$ cat src/rtl/lsu_pkg.sv
// Shared widths, FSM state encoding and the latched-request record for the
// MEM-stage load/store unit.
package lsu_pkg;

  localparam int A_BITS  = 8;
  localparam int D_BITS  = 16;
  localparam int MEMSIZE = 256;
  localparam int NB      = D_BITS / 8;
  localparam int LB      = $clog2(NB);

  localparam logic [31:0] MEMSIZE_W = 32'(MEMSIZE);

  typedef enum logic [1:0] {
    IDLE = 2'd0,
    RD   = 2'd1,
    WR   = 2'd2,
    RESP = 2'd3
  } state_t;

  typedef struct packed {
    logic              write;
    logic              byte_acc;
    logic              sgn;
    logic [A_BITS-1:0] waddr;
    logic [LB-1:0]     lane;
    logic [D_BITS-1:0] wdata;
  } req_t;

  // Word accesses must sit on lane 0, and every access must land inside the array.
  function automatic logic addr_err(input logic              byte_acc,
                                    input logic [LB-1:0]     lane,
                                    input logic [A_BITS-1:0] waddr);
    logic misaligned;
    logic out_of_range;
    misaligned   = !byte_acc && (lane != {LB{1'b0}});
    out_of_range = ({{(32-A_BITS){1'b0}}, waddr} >= MEMSIZE_W);
    return misaligned || out_of_range;
  endfunction

endpackage

$ cat src/rtl/byte_lane_merge.sv
// Byte-lane datapath: inserts a store byte into a fetched word and extracts
// and extends a load byte from it.
module byte_lane_merge
  import lsu_pkg::*;
(
  input  logic [D_BITS-1:0] word,
  input  logic [LB-1:0]     lane,
  input  logic [7:0]        wbyte,
  input  logic              sgn,
  output logic [D_BITS-1:0] merged,
  output logic [D_BITS-1:0] loaded
);

  logic [7:0] lane_byte_s;

  // Lane insert for read-modify-write stores and lane extract for byte loads.
  always_comb begin
    merged      = word;
    lane_byte_s = 8'h00;
    for (int i = 0; i < NB; i++) begin
      if (lane == LB'(i)) begin
        merged[8*i +: 8] = wbyte;
        lane_byte_s      = word[8*i +: 8];
      end else begin
        merged[8*i +: 8] = word[8*i +: 8];
      end
    end
    loaded = {{(D_BITS-8){sgn & lane_byte_s[7]}}, lane_byte_s};
  end

endmodule

$ cat src/rtl/mem_access_unit.sv
// MEM-stage load/store unit: accepts one request, sequences mem_read/mem_write
// (with read-modify-write for byte stores) and returns a one-cycle response.
module mem_access_unit
  import lsu_pkg::*;
(
  input  logic               clk,
  input  logic               rst,
  input  logic               req_valid,
  output logic               req_ready,
  input  logic               req_write,
  input  logic               req_byte,
  input  logic               req_signed,
  input  logic [A_BITS+LB-1:0] req_addr,
  input  logic [D_BITS-1:0]  req_wdata,
  output logic               rsp_valid,
  output logic               rsp_err,
  output logic [D_BITS-1:0]  rsp_data,
  output logic               mem_read,
  output logic               mem_write,
  output logic [A_BITS-1:0]  mem_address,
  output logic [D_BITS-1:0]  mem_wdata,
  input  logic [D_BITS-1:0]  mem_rdata
);

  state_t            state_r;
  req_t              req_r;
  logic [D_BITS-1:0] merged_s;
  logic [D_BITS-1:0] loaded_s;
  logic [A_BITS-1:0] in_waddr_s;
  logic [LB-1:0]     in_lane_s;

  assign in_waddr_s = req_addr[A_BITS+LB-1:LB];
  assign in_lane_s  = req_addr[LB-1:0];

  byte_lane_merge u_merge (
    .word   (mem_rdata),
    .lane   (req_r.lane),
    .wbyte  (req_r.wdata[7:0]),
    .sgn    (req_r.sgn),
    .merged (merged_s),
    .loaded (loaded_s)
  );

  // Request FSM; every output is a flop so memory strobes never glitch.
  always_ff @(posedge clk or posedge rst) begin
    if (rst) begin
      state_r     <= IDLE;
      req_r       <= '0;
      req_ready   <= 1'b1;
      rsp_valid   <= 1'b0;
      rsp_err     <= 1'b0;
      rsp_data    <= {D_BITS{1'b0}};
      mem_read    <= 1'b0;
      mem_write   <= 1'b0;
      mem_address <= {A_BITS{1'b0}};
      mem_wdata   <= {D_BITS{1'b0}};
    end else begin
      case (state_r)
        IDLE: begin
          rsp_valid <= 1'b0;
          rsp_err   <= 1'b0;
          rsp_data  <= {D_BITS{1'b0}};
          if (req_valid) begin
            req_r <= '{write:    req_write,
                       byte_acc: req_byte,
                       sgn:      req_signed,
                       waddr:    in_waddr_s,
                       lane:     in_lane_s,
                       wdata:    req_wdata};
            req_ready <= 1'b0;
            if (addr_err(req_byte, in_lane_s, in_waddr_s)) begin
              state_r   <= RESP;
              rsp_valid <= 1'b1;
              rsp_err   <= 1'b1;
            end else if (!req_write || req_byte) begin
              state_r     <= RD;
              mem_read    <= 1'b1;
              mem_address <= in_waddr_s;
            end else begin
              state_r     <= WR;
              mem_write   <= 1'b1;
              mem_address <= in_waddr_s;
              mem_wdata   <= req_wdata;
            end
          end else begin
            req_ready <= 1'b1;
          end
        end
        RD: begin
          mem_read <= 1'b0;
          if (req_r.write) begin
            state_r   <= WR;
            mem_write <= 1'b1;
            mem_wdata <= merged_s;
          end else begin
            state_r   <= RESP;
            rsp_valid <= 1'b1;
            rsp_data  <= req_r.byte_acc ? loaded_s : mem_rdata;
          end
        end
        WR: begin
          // Address and data are left untouched so they stay stable through RESP.
          mem_write <= 1'b0;
          state_r   <= RESP;
          rsp_valid <= 1'b1;
          rsp_data  <= {D_BITS{1'b0}};
        end
        RESP: begin
          rsp_valid <= 1'b0;
          rsp_err   <= 1'b0;
          rsp_data  <= {D_BITS{1'b0}};
          req_ready <= 1'b1;
          state_r   <= IDLE;
        end
        default: begin
          state_r   <= IDLE;
          req_ready <= 1'b1;
          rsp_valid <= 1'b0;
          rsp_err   <= 1'b0;
          mem_read  <= 1'b0;
          mem_write <= 1'b0;
        end
      endcase
    end
  end

endmodule

$ cat config.mk
export PLATFORM = sky130hd
export DESIGN_NAME = mem_access_unit
export DESIGN_NICKNAME = d
export VERILOG_FILES = /design/src/rtl/lsu_pkg.sv /design/src/rtl/byte_lane_merge.sv /design/src/rtl/mem_access_unit.sv
export SDC_FILE = /design/constraint.sdc
export NUM_CORES = 1
export LEC_CHECK = 0
export ABC_AREA = 1
export CORE_MARGIN = 2
export CORE_UTILIZATION = 40
export CTS_BUF_LIST = sky130_fd_sc_hd__clkbuf_4 sky130_fd_sc_hd__clkbuf_8 sky130_fd_sc_hd__clkbuf_16
export DETAILED_ROUTE_END_ITERATION = 6
export PLACE_DENSITY_LB_ADDON = 0.05
export SYNTH_ARGS = -nofsm -noshare
export SYNTH_HDL_FRONTEND = slang
export SYNTH_SLANG_ARGS = --single-unit
export TNS_END_PERCENT = 20
$ cat constraint.sdc
create_clock -name clk -period 2.36 [get_ports clk]
set_clock_uncertainty 0.1 [all_clocks]
set_input_delay 0.472 -clock clk [delete_from_list [all_inputs] [get_ports clk]]
set_output_delay 0.472 -clock clk [all_outputs]
set_load 0.03 [all_outputs]
# Yosys cells after proc, flatten, opt, wreduce, memory -nomap -nowiden
# Cells that the tools add are included.
[classes]
n_eq_ne = 9
muxes = 32
n_bitwise = 2
reduce_logical = 14
[op_table]
columns = ["op", "n"]
rows = [
  ["16-bit 2-to-1 mux", 6],
  ["16-bit case mux with 2 select lines", 2],
  ["8-bit 2-to-1 mux", 3],
  ["1-bit 2-to-1 mux", 12],
  ["2-bit inequality test (second input constant)", 6],
  ["5-bit AND reduction", 2],
  ["2-bit case mux with 4 select lines", 1],
  ["2-bit 2-to-1 mux", 3],
  ["1-bit case mux with 2 select lines", 3],
  ["2-bit == test (second input constant)", 2],
  ["1-bit case mux with 4 select lines", 1],
  ["4-bit AND reduction", 1],
  ["2-bit nonzero test", 2],
  ["1-bit case mux with 3 select lines", 1],
  ["3-bit AND reduction", 1],
  ["3-bit nonzero test", 1],
  ["3-bit OR reduction", 1],
  ["2-bit by 1-bit == test with 1-bit output (second input constant)", 1],
  ["1-bit logical NOT", 2],
  ["2-bit logical NOT", 1],
  ["2-bit AND reduction", 1],
  ["1-bit AND", 1],
  ["1-bit logical AND", 1],
  ["1-bit logical OR", 1],
  ["1-bit inverter", 1],
]
[word_totals]
reg_bits = 59
in_bits = 47
output_inout_bits = 45
wordCells = 71

# Logic depth before layout (Yosys ltp)
[logic_depth]
word_depth = 6
mapped_depth = 11
ltp_nobuf = 9

# Hierarchy
# A second synthesis with hierarchy kept.
[unflattened]
hier_cells = 429
hier_area_um2 = 3225.6
[by_module_without_submodules]
columns = ["module", "instances", "cells_per_inst", "area_per_inst_um2", "seq_area_each_um2"]
rows = [
  ["mem_access_unit", 1, 348, 2813.9, 1477.7],
  ["byte_lane_merge", 1, 81, 411.6, 0.0],
]

# Worst setup path before layout
# Ideal clock, no wire load.
[synth_timing]
path_type = "register -> register"
from = "register state_r[0]"
to = "register mem_wdata[10]"
setup_time_ps = 117
arrival_time_ps = 1406
path_slack_ps = 736
path_stages_with_launch = 12
period_less_slack_ps = 1624
cell_sequence = "dfrtp_1 inv_1 ha_1 buf_6 nand2_4 inv_8 nand2_8 nand2_8 nand2_4 buf_6 nand2_1 nand2_1"
[synth_via]
elab_chain_len = 3
[synth_rtl]
columns = ["element", "line", "source"]
rows = [
  ["from (decl)", "mem_access_unit.sv:25", "state_t state_r;"],
  ["from (signal assigned)", "mem_access_unit.sv:47", "state_r <= IDLE;"],
  ["from (signal assigned)", "mem_access_unit.sv:72", "state_r <= RESP;"],
  ["from (signal assigned)", "mem_access_unit.sv:76", "state_r <= RD;"],
  ["2-bit by 1-bit == test with 1-bit output / 2-bit logical NOT (equally long branches)", "mem_access_unit.sv:58", "case (state_r)"],
  ["2-bit inequality test (no source line) / 2-bit nonzero test (equally long branches)", "--", ""],
  ["5-bit AND reduction (no source line)", "--", ""],
  ["to (signal assigned)", "mem_access_unit.sv:56", "mem_wdata <= {D_BITS{1'b0}};"],
  ["to (signal assigned)", "mem_access_unit.sv:83", "mem_wdata <= req_wdata;"],
  ["to (signal assigned)", "mem_access_unit.sv:94", "mem_wdata <= merged_s;"],
  ["to (decl)", "mem_access_unit.sv:21", "output logic [D_BITS-1:0] mem_wdata,"],
]
# Parallel ways exist; a longest one is shown, timed or not.
# A chain may end at the register's enable or synchronous reset.

# Worst setup path in the final report
[layout_timing]
from = "register req_ready"
to = "output req_ready"
[layout_rtl]
columns = ["element", "line", "source"]
rows = [
  ["from (decl)", "mem_access_unit.sv:9", "output logic req_ready,"],
  ["from (signal assigned)", "mem_access_unit.sv:49", "req_ready <= 1'b1;"],
  ["from (signal assigned)", "mem_access_unit.sv:70", "req_ready <= 1'b0;"],
  ["from (signal assigned)", "mem_access_unit.sv:86", "req_ready <= 1'b1;"],
]
# No word-level cell between the ends.

==> flow_summary_export.csv <==
group,metric,value,unit
cts,postCtsSetupBuffers,0,
synth,ys_seq_area_frac,0.4848,
sta,final_hold_viol_count,0,
placement,dp_cells,585,
layout,postLayoutCoreUtil,0.5853,
cts,cts_made_buffers,9,
synth,synthAdderAreaFrac,0.02053,
sta,setup_slack,0.2543,ns
setup_path,r2r_end,"mem_wdata[7]",
cts,clockBufferDepth,2,
synth,synth_top_family_by_area,"simple AND/OR/NAND/NOR gates",
synth,ys_types,26,
synth,synth_compound_area_frac,0.06404,
synth,yosys.area.top_type,"dfrtp_1",
routing,drtAntennaViolNets,0,
sta,setup_viol,0,
layout,nNetsFinal,549,
cts,htreeDepth,3,
pwr,intPower,3.310,mW
sta,maxSlewHeadroom,0.6788,
die,chipHeight,91.29,um
pwr,switchingPower,2.557,mW
die,core_area,0.007331,sq mm
synth,synth_edf_count,0,
synth,synthMuxAreaShare,0,
sta,fmax,0.4749,GHz
grt,grt_pass1_vias,2812,
routing,avgRoutedWirePerCell,13.15,um
sta,drv_slew,0,
setup_path,cp.required,1.79,ns
layout,fillers,678,
synth,synth_top_area_frac,0.4762,
sta,finalSetupTns,0,ns
die,die_area,0.008334,sq mm
routing,vias,2867,
cts,cts-root-buf,"clkbuf_8",
routing,dr.pass1.iters,4,
placement,place.gp.congestion,0.8547,
setup_path,crit_buf_inv,1,
cts,cts_sinks,59,
setup_path,cpPeakStageDelay,0.66,ns
pwr,cellLeakagePower,2.182,nW
cts,ctsResizeCount,0,
pwr,peakVddDrop,0.6455,mV
routing,wl,7902,um
sta,timing.hold.ws,0.3120,ns
synth,ys_warn_count,0,
pwr,switching_share,0.4358,
synth,ys_top_cells_by_area,"dfrtp_1, nand2_1, nand3_1",
synth,synth-simple-area-share,0.3502,
pwr,p_clk_frac,0.195,
synth,netlist_top_cells_count,"nand2_1, dfrtp_1, nand3_1, inv_1, o21ai_0",
placement,dpl_worst_slack,0.2832,ns
setup_path,start_kind,"flip-flop",
grt,grt_pass1_wl,13270,um
cts,clock_latency,0.33,ns
die,die_x,91.29,um
hold_path,hold_class,"primary input to async pin",
layout,drive_gt1_frac,0.06773,
grt,track_usage,0.2014,
synth,ys_async_sr_fraction,1.000,
run_status,status,"finished, final reports clean",
setup_path,regToRegSetupSlack,0.35,ns
layout,areaGrowthSynthToFinish,40.76,%
synth,synth-seq-cells,59,
routing,first_iter_violations,105,
pwr,seq_power_share,0.288,
placement,io_buffers,91,
layout,finalNonFillerCells,601,
die,fp-row-count,31,
layout,stdcell_area,0.004290,sq mm
synth,synth_xor_area_frac,0,
setup_path,cpLargestDelayFamily,"buffers and inverters",
setup_path,crit_slowest_cell,"clkdlybuf4s50_1",
flow_run,maxCapViolations,0,
sta,rsz0062_at_grt,"no",
sta,tightest_slew,0.4788,ns
grt,antenna_found_initial,0,
synth,synth_most_common_cell,"nand2_1",
die,start_util,0.4158,
setup_path,path_class,"flip-flop to output pin",
pwr,power,5.867,mW
synth,synth_area_per_cell,7.544,sq um
sta,min_period,2.106,ns
synth,syn_area,0.003048,sq mm
routing,drcViolationCount,0,
pwr,p_per_area,1368,mW/mm^2
synth,synth_flop_cell,"dfrtp_1",
die,ios,92,
setup_path,arrival,1.53,ns
setup_path,reg2reg_from,"state_r[0]",
grt,grt_overflow_total,0,
routing,vias_per_cell,4.770,
cts,clkTransAtPathRegs,0.07,ns
placement,placed_cell_area,0.004045,sq mm
sta,fin_crit_sh,0.8923,
placement,dp_hpwl,5862,um
cts,holdBufCountCts,0,
setup_path,worstPathMaxFanout,2,
setup_path,cp_cell_sequence,"clkdlybuf4s50_1",
setup_path,end_kind,"output pin",
setup_path,r2r_cells,9,
cts,cts_tree,"yes",
synth,postSynthNetCount,456,
grt,grt_start_max_net_pins,47,
pwr,p_comb_frac,0.516,
synth,synthCells,404,
layout,n_antenna_cell,0,
## routing by layer
layer	track usage	routed length (um)	up-vias
li1	-	-	1458
met1	0.2655	3648	1300
met2	0.3136	3589	92
met3	0.04896	503	17
met4	0.09217	161	0
met5	0	0	-
## final cells by class
class	count	area, sq um	area share
sequential	59	1478	0.3444
multi-input combinational	291	1325	0.3088
timing repair buffer	96	960.9	0.2240
inverter	40	157.7	0.03675
clock buffer	11	145.1	0.03383
tap	99	123.9	0.02887
clock inverter	5	100.1	0.02333
## flip-flops by register name (all words and copies together), names as in the netlist
name and flops:
mem_wdata 16, rsp_data 16, req_r 12, mem_address 8
state_r 2, mem_read 1, mem_write 1, req_ready 1
rsp_err 1, rsp_valid 1
## worst max-delay path by stage
stage / to / cells after the start / start / slack, ns
3_3_place_gp: mem_wdata[3] / 8 / req_valid / 0.32
5_1_grt: mem_wdata[13] / 9 / state_r[0] / 0.19
2_1_floorplan: mem_address[0] / 1 / rst / 0.33
4_1_cts: req_ready / 1 / req_ready / 0.24
3_5_place_dp: mem_wdata[2] / 8 / req_valid / 0.28
6_report: req_ready / 1 / req_ready / 0.25
## cell usage in the layout, fill, tap and decap left out
cell type,synthesis,routed
o211ai_1,1,1
nand3_1,51,51
clkinv_1,1,1
dfrtp_1,58,58
a31oi_1,1,1
clkbuf_4,0,1
buf_12,0,1
nand2_2,1,1
o21ai_0,27,27
a21oi_4,1,1
ha_1,5,5
a21oi_1,3,3
nand2_1,180,180
nand2_4,2,2
buf_4,3,4
clkbuf_8,0,10
clkinv_2,0,2
nand2_8,2,2
o22ai_1,1,1
bufinv_16,0,3
inv_1,36,35
nor2_4,1,1
clkdlybuf4s50_1,0,91
nand3b_1,1,1
dfstp_2,1,1
inv_8,1,1
inv_2,2,3
a21oi_2,1,1
nor2_1,13,13
## power by group through the flow
stage,registers (mW),clock network [mW],logic (mW)
after CTS,1.69,1.16,3.05
after global placement,1.71,0,3.01
after global routing,1.75,1.20,3.36
after floorplan,2.28,0,1.45
final,1.69,1.15,3.03
after detailed placement,1.70,0,3.05
## logic make-up after synthesis
logic type                 count (synthesis)
DFF                                       59
AOI/OAI and AO/OA                         35
adders and majority gates                  5
buffers and inverters                     54
and+or+nand+nor                          251
Note: power is estimated with default switching activity, not from simulation.
==> RTL change (same flow settings) <==
Re-encode `state_t` (4 states) as one-hot, 4 bits wide.
--- a/src/rtl/lsu_pkg.sv
+++ b/src/rtl/lsu_pkg.sv
@@ -10,11 +10,11 @@
 
   localparam logic [31:0] MEMSIZE_W = 32'(MEMSIZE);
 
-  typedef enum logic [1:0] {
-    IDLE = 2'd0,
-    RD   = 2'd1,
-    WR   = 2'd2,
-    RESP = 2'd3
+  typedef enum logic [3:0] {
+    IDLE = 4'b0001,
+    RD   = 4'b0010,
+    WR   = 4'b0100,
+    RESP = 4'b1000
   } state_t;
 
   typedef struct packed {
Function: no difference found for any inputs over 10 cycles, from zero or initial values and one cycle with rst high; not proved beyond that.
==> RTL change against the original RTL <==
Design area is 0.12% higher. Wire length shrank 0.37%. Sequential cell count rose by 2. Worst setup slack better by 2.6 ps. Final cell count up 3.2%. Area after synthesis rose by 2.3%. Power is 14% lower. Die area up 2.2%.
==> RTL change: results (changes against the original RTL) <==
metric	value	unit	change
Commonest cells post-synth	nand2_1 (201), dfrtp_1 (59), o21ai_0 (36)		was nand2_1 (180), dfrtp_1 (58), nand3_1 (51)
syn_nets	469		was 456
worst hold margin	375	ps	was 312 ps
vias in the first global route	2851		was 2812
Synth cell types	24		was 26
Detailed Place HPWL	5.81	mm	was 5.86 mm
DR iter-0 viols	178		was 105
register-to-register setup slack	550	ps	was 350 ps
first-pass GRT wire length	13.5	mm	was 13.3 mm
Slew headroom	0.713		was 0.679
initial antenna violation count	0		unchanged
wire per inst	12.7	um	was 13.1 um
largest net degree at the start of global routing	62		was 47
Worst R2R Path Depth	8		was 9
Hold Crit Class	reg -> reg		was in -> async
Peak supply drop	0.512	mV	was 0.645 mV
status	completed		unchanged
share of cells above drive strength 1	0.0792		was 0.0677
Synth area leaders	dfrtp_1 (47%), nand2_1 (24%), o21ai_0 (5.8%), nand3_1 (5.5%), inv_1 (3.9%)		was dfrtp_1 (48%), nand2_1 (22%), nand3_1 (8.4%), inv_1 (4.4%), o21ai_0 (4.4%)
final RePlAce weighted congestion	0.868		was 0.855
Vias/cell	4.70		was 4.77
post-synthesis sequential area ratio	0.491		was 0.485
R2R Path End	mem_wdata[5]		was mem_wdata[7]
Pleak	2.23	nW	was 2.18 nW
beginning of the worst register-to-register path	state_r[3]		was state_r[0]
floorplan die width	92.3	um	was 91.3 um
-- RTL change: through the flow --
| stage | area, um^2 | power [mW] | cells | setup slack [ps] |
|---|---|---|---|---|
| global placement | 4110 | 4.15 | 604 | 318 |
| detailed placement | 4110 | 4.18 | 604 | 321 |
| CTS | 4300 | 5.11 | 620 | 240 |
| finish | 4300 | 5.06 | 620 | 257 |
| floorplan | 3120 | 3.34 | 422 | 278 |
| global route | 4300 | 5.46 | 620 | 200 |
-- RTL change: metal layers --
layer / part of all wire / GRT usage / up-vias
li1: - / - / 1490
met1: 0.45 / 0.263 / 1325
met2: 0.48 / 0.335 / 84
met3: 0.051 / 0.0460 / 12
met4: 0.014 / 0.0597 / 0
met5: 0 / 0 / -
-- RTL change: logic make-up after synthesis --
logic type             synth area share
DFF                               0.491
and+or+nand+nor                   0.355
AOI/OAI and AO/OA                0.0755
buffers and inverters            0.0787
-- RTL change: report_power, final --
group / switching, mW / leakage, nW / total [mW] / internal (mW)
Clock: 0.432 / 0.0987 / 0.913 / 0.481
Sequential: 0.238 / 0.784 / 1.67 / 1.43
Combinational: 1.57 / 1.35 / 2.48 / 0.901
-- RTL change: final cells by class --
type                       count  area (um^2)  area share
sequential                    61         1530       0.356
clock buffer                   9          124      0.0288
timing repair buffer          96          961       0.224
tap                          102          128      0.0297
clock inverter                 7         66.3      0.0154
multi-input combinational    307         1340       0.313
inverter                      38          145      0.0338
-- RTL change: how the worst max path moves through the flow --
stage	depth (start not counted)	from	endpoint	slack (ps)
5_1_grt	1	req_ready	req_ready	200
3_5_place_dp	8	req_valid	mem_address[7]	320
2_1_floorplan	1	rst	mem_address[0]	280
3_3_place_gp	8	req_valid	mem_address[3]	320
4_1_cts	1	req_ready	req_ready	240
6_report	1	req_ready	req_ready	260
